File: config.mk
export PLATFORM = sky130hd
export DESIGN_NAME = serial_addsub
export DESIGN_NICKNAME = d
export VERILOG_FILES = /design/src/rtl/serial_addsub_pkg.sv /design/src/rtl/serial_addsub_fas.sv /design/src/rtl/serial_addsub.sv
export SDC_FILE = /design/constraint.sdc
export NUM_CORES = 1
export LEC_CHECK = 0
export CAP_MARGIN = 20
export CORE_ASPECT_RATIO = 1.75
export CORE_UTILIZATION = 25
export DETAILED_ROUTE_END_ITERATION = 6
export PLACE_DENSITY = 0.52
export SLEW_MARGIN = 10
export SYNTH_ARGS = -nofsm -noshare
export SYNTH_HDL_FRONTEND = slang
export SYNTH_SLANG_ARGS = --single-unit
File: constraint.sdc
create_clock -name clk -period 4.6 [get_ports clk]
set_input_delay 0.92 -clock clk [delete_from_list [all_inputs] [get_ports clk]]
set_output_delay 0.92 -clock clk [all_outputs]
set_load 0.02 [all_outputs]
File: src/rtl/serial_addsub_pkg.sv
// Shared types and constants for the bit-serial adder/subtractor.
// Mode encoding matches the a_ns pin of the fas cell.
package serial_addsub_pkg;

  typedef enum logic [1:0] {IDLE, RUN, DONE} state_t;

  localparam logic MODE_ADD = 1'b1;
  localparam logic MODE_SUB = 1'b0;

  function automatic int cnt_width(input int n);
    return $clog2(n);
  endfunction

endpackage

File: src/rtl/serial_addsub_fas.sv
// One-bit full adder/subtractor cell: a_ns=1 adds with carry, a_ns=0 subtracts with borrow.
// The sum/difference bit is identical in both modes; only the carry/borrow term differs.
module fas
  import serial_addsub_pkg::*;
(
  input  logic a,
  input  logic b,
  input  logic cin,
  input  logic a_ns,
  output logic s,
  output logic cout
);

  logic w_carry;
  logic w_borrow;

  assign s        = a ^ b ^ cin;
  assign w_carry  = (a & b) | (a & cin) | (b & cin);
  assign w_borrow = (~a & b) | (~a & cin) | (b & cin);
  assign cout     = (a_ns == MODE_ADD) ? w_carry : w_borrow;

endmodule

File: src/rtl/serial_addsub.sv
// Bit-serial N-bit add/subtract: one operand bit pair per clock through a single fas cell,
// LSB first, with start/done handshake and registered result, carry/borrow-out and overflow.
module serial_addsub
  import serial_addsub_pkg::*;
#(
  parameter int N = 8
) (
  input  logic         clk,
  input  logic         rst_n,
  input  logic         start,
  input  logic         a_ns,
  input  logic [N-1:0] a_in,
  input  logic [N-1:0] b_in,
  output logic         busy,
  output logic         done,
  output logic [N-1:0] result,
  output logic         cout,
  output logic         ovf
);

  localparam int CW = cnt_width(N);

  state_t          r_state;
  state_t          w_next;
  logic [N-1:0]    r_sa;
  logic [N-1:0]    r_sb;
  logic [N-1:0]    r_sr;
  logic            r_mode;
  logic            r_c;
  logic            r_cmsb;
  logic [CW-1:0]   r_cnt;
  logic [N-1:0]    r_result;
  logic            r_cout;
  logic            r_ovf;
  logic            w_s;
  logic            w_co;
  logic            w_last;
  logic [N-1:0]    w_sr_nxt;

  fas u_fas (
    .a    (r_sa[0]),
    .b    (r_sb[0]),
    .cin  (r_c),
    .a_ns (r_mode),
    .s    (w_s),
    .cout (w_co)
  );

  assign w_last   = (r_cnt == CW'(N-1));
  // New bit enters at the MSB; after N shifts the LSB-first bits sit in order.
  assign w_sr_nxt = (r_sr >> 1) | ({{(N-1){1'b0}}, w_s} << (N-1));

  always_comb begin
    w_next = r_state;
    case (r_state)
      IDLE:    if (start) w_next = RUN;
      RUN:     if (w_last) w_next = DONE;
      DONE:    w_next = IDLE;
      default: w_next = IDLE;
    endcase
  end

  always_ff @(posedge clk or negedge rst_n) begin
    if (!rst_n) r_state <= IDLE;
    else        r_state <= w_next;
  end

  always_ff @(posedge clk or negedge rst_n) begin
    if (!rst_n) begin
      r_sa     <= '0;
      r_sb     <= '0;
      r_sr     <= '0;
      r_mode   <= 1'b0;
      r_c      <= 1'b0;
      r_cmsb   <= 1'b0;
      r_cnt    <= '0;
      r_result <= '0;
      r_cout   <= 1'b0;
      r_ovf    <= 1'b0;
    end else begin
      case (r_state)
        IDLE: if (start) begin
          r_sa   <= a_in;
          r_sb   <= b_in;
          r_mode <= a_ns;
          r_c    <= 1'b0;
          r_cnt  <= '0;
        end
        RUN: begin
          r_sa  <= r_sa >> 1;
          r_sb  <= r_sb >> 1;
          r_sr  <= w_sr_nxt;
          r_c   <= w_co;
          r_cnt <= r_cnt + CW'(1);
          // Carry out of bit N-2 is the carry into the MSB, needed for signed overflow.
          if (r_cnt == CW'(N-2)) r_cmsb <= w_co;
          if (w_last) begin
            r_result <= w_sr_nxt;
            r_cout   <= w_co;
            r_ovf    <= r_cmsb ^ w_co;
          end
        end
        default: ;
      endcase
    end
  end

  assign busy   = (r_state != IDLE);
  assign done   = (r_state == DONE);
  assign result = r_result;
  assign cout   = r_cout;
  assign ovf    = r_ovf;

endmodule
==> summary.md <==
| Metric | Value |
|---|---|
| Status | complete, no violations |
| Vias | 1,248 |
| Worst Setup EP | busy |
| Final Cell Area | 0.00234 mm^2 |
| CTS root buf | clkbuf_16 |
| Worst-path maximum fanout | 5 |
| Post-DP Area | approximately 0.0022 mm^2 |
| Routability congestion estimate | ~0.65 |
| Die area | ~0.0077 mm^2 |
| Max Cap Viol | 0 |
| Leak Pwr | ~0.0010 uW |
| Routed Antenna Nets | 0 |
| Drt total wl | between 3 and 4 mm |
| Worst-skew pair later-pin latency | around 0.28 ns |
| Post-detailed-route wirelength per cell | approximately 13 um |
| # setup viols final | 0 |
| Initial antenna violation count | 0 |
| CTS Sinks | 41 |
| Post-synthesis mux area share | 0.120 |
| Area grow syn2layout | 27.3% |
| Grt total ovfl | 0 |
| Largest net degree at the start of global routing | 42 |
| Clock transition at path regs | approximately 0.060 ns |
| Synthesized area per cell | 10.9 um^2 |
| Critical Path Start | r_state[1] |
| P per Cell Area | about 650 mW/mm^2 |
| YS warnings | 0 |
| Crit share post-route | 0.541 |
| Setup slack, reg-to-reg | approximately 2.3 ns |
| Synth top area cells | dfrtp_1 (56%), nand2_1 (9.4%), mux2i_1 (7.1%) |
| Max_slew headroom | 0.385 |
| Complex-gate fraction of the synthesized area | 0.0893 |
| Residual DRC count | 0 |
| Yosys cell types | 32 |
| Core Rows | a little over 40 |
| Max-slew violation count | 0 |
| Core area | 0.00713 mm^2 |
| Critical path class | register to output port |
| Drt pass-1 iters | 4 |
| Die height | ~120 um |
| First-pass GRT wire length | roughly 6.1 mm |
| Worst Path Arrival | around 1.6 ns |
| Worst reg2reg endpoint | ovf |
| Vias in the first global route | approximately 1,300 |
| Max clock buf depth | 2 |
| Setup TNS Final | 0 ns |
| TritonCTS clock tree | built |
| Vias/cell | ~4.4 |
| Detailed placement HPWL | 2.54 mm |
| Buffers added on ports | 31 |
| Final #Nets | about 220 |
| Initial drt markers | 71 |
| Flops & latches, synth | 41 |
| Worst Reg-to-Reg Cells | 4 |
| Required @ worst endpoint | approximately 3.7 ns |
| Fmax | between 0.4 and 0.5 GHz |
| Final Hold Fails | 0 |
| CP startpoint kind | register |
| Yosys top cell by area | dfrtp_1 |
| Post-CTS Setup Bufs | 0 |
| Antenna Cells | 0 |
| Cts hold-fix bufs | 0 |
| RSZ-0062 raised after global routing | no |
| Syn Std Cell Area | around 0.0018 mm^2 |
| GRT Total Usage | 0.106 |
| HP Class | register to register |
| Syn Nets | ~190 |
| Io pins | 32 |
| Fillers | ~730 |
| Worst-Margin Slew | between 0.9 and 1 ns |
| CP endpoint kind | output port |
| Main combinational cell family by area after synthesis | simple AND/OR/NAND/NOR gates |
| Die Wd | 66.8 um |
| Post-Synth Simple-Gate Area | 0.144 |
| Cells after Synth | 169 |
| CTS buffer count | 5 |
| H-tree Lvls | 2 |
| Initial Util | 0.257 |
| Reg2reg start | r_state[0] |
| Worst VDD drop | roughly 0.15 mV |
| Synth Area in Adders | 0.0341 |
| Final Critical Period | 2.49 ns |
| Yosys top cell area share | 0.559 |
| XOR/XNOR share of the synthesized area | 0.00477 |
| Sequential area share after synthesis | 0.559 |
| Cts repair resizes | 0 |
| Skew final | 0.00414 ns |
| Layout cells sized above 1 | 0.106 |
[worst min-delay path by stage]
stage	startpoint	end	cells after the start
2_1_floorplan	r_sr[1]	r_sr[1]	2
3_3_place_gp	r_sb[5]	r_sb[4]	2
3_5_place_dp	result[7]	result[7]	2
4_1_cts	r_cnt[0]	r_cnt[0]	1
5_1_grt	r_sa[6]	r_sa[5]	2
6_report	result[7]	result[7]	2
[synth_stat cells, drive strengths merged]
master / count
a211oi: 1
a21oi: 1
and3b: 1
buf: 8
clkbuf: 2
dfrtp: 41
ha: 5
inv: 3
mux2: 8
mux2i: 13
nand2: 46
nand2b: 1
nand3: 1
nor2: 1
nor2b: 2
nor3b: 1
o2111ai: 1
o21ai: 23
o21bai: 1
o22ai: 2
o31ai: 1
or2: 2
or2b: 1
or3: 1
or4: 1
xor2: 1
[flip-flops by register name (all words and copies together), names as in the netlist]
| name | flops |
|---|---|
| r_cnt | 3 |
| r_mode | 1 |
| result | 8 |
| r_state | 2 |
| cout | 1 |
| r_c | 1 |
| r_sr | 7 |
| r_sa | 8 |
| r_sb | 8 |
| r_cmsb | 1 |
| ovf | 1 |
[worst max-delay path, cell delays in order, from the launching register on]
cell             delay (ns)
dfrtp_1                0.46
or2_2                  0.30
clkdlybuf4s50_1        0.54
[routing by layer]
layer	GRT usage	vias to the layer above	part of all wire
met3	0.0268	4	0.042
met5	0	-	0
met2	0.176	22	0.52
met1	0.127	601	0.42
met4	0.0426	0	0.012
li1	-	621	-
[power breakdown]
part           leakage [uW]  internal [uW]  switching [uW]
logic              0.000439            256             312
clock network     0.0000700            213             127
registers          0.000526            508            98.0
total               0.00104            977             537
[final cells by class]
class                      count  area [um^2]  share of cell area
tap                           86          108              0.0460
timing repair buffer          33          324               0.139
clock buffer                   7          143              0.0610
inverter                       3         11.3             0.00482
sequential                    41         1030               0.439
multi-input combinational    115          726               0.310
[placed cells by master (no fill, tap or decap), drive strengths merged, types with 2 or more instances in the layout]
| cell | netlist | final |
|---|---|---|
| or2 | 2 | 2 |
| inv | 3 | 3 |
| o21ai | 23 | 23 |
| buf | 8 | 3 |
| mux2 | 8 | 8 |
| nand2 | 46 | 46 |
| mux2i | 13 | 13 |
| clkdlybuf4s50 | 0 | 30 |
| ha | 5 | 5 |
| nor2b | 2 | 2 |
| o22ai | 2 | 2 |
| dfrtp | 41 | 41 |
| clkbuf | 2 | 7 |
[per-stage QoR]
step	instances	power, uW	hold slack [ns]	utilization	worst slack (ns)
after detailed placement	278	1190	0.476	0.308	1.82
after floorplan	169	1010	0.441	-	2.86
after global routing	285	1640	0.508	0.328	2.01
after CTS	285	1540	0.492	0.328	2.09
after global placement	277	1170	0.460	0.306	1.65
final	285	1510	0.485	0.328	2.11
[cell families (layout without fill, tap and decap cells)]
group | Yosys count | count (layout)
xor+xnor | 1 | 1
flops | 41 | 41
mux | 21 | 21
buf+inv | 13 | 43
simple gates | 58 | 58
fa+ha+maj | 5 | 5
compound gates | 30 | 30
No activity file was read; power rests on OpenSTA's default activity.
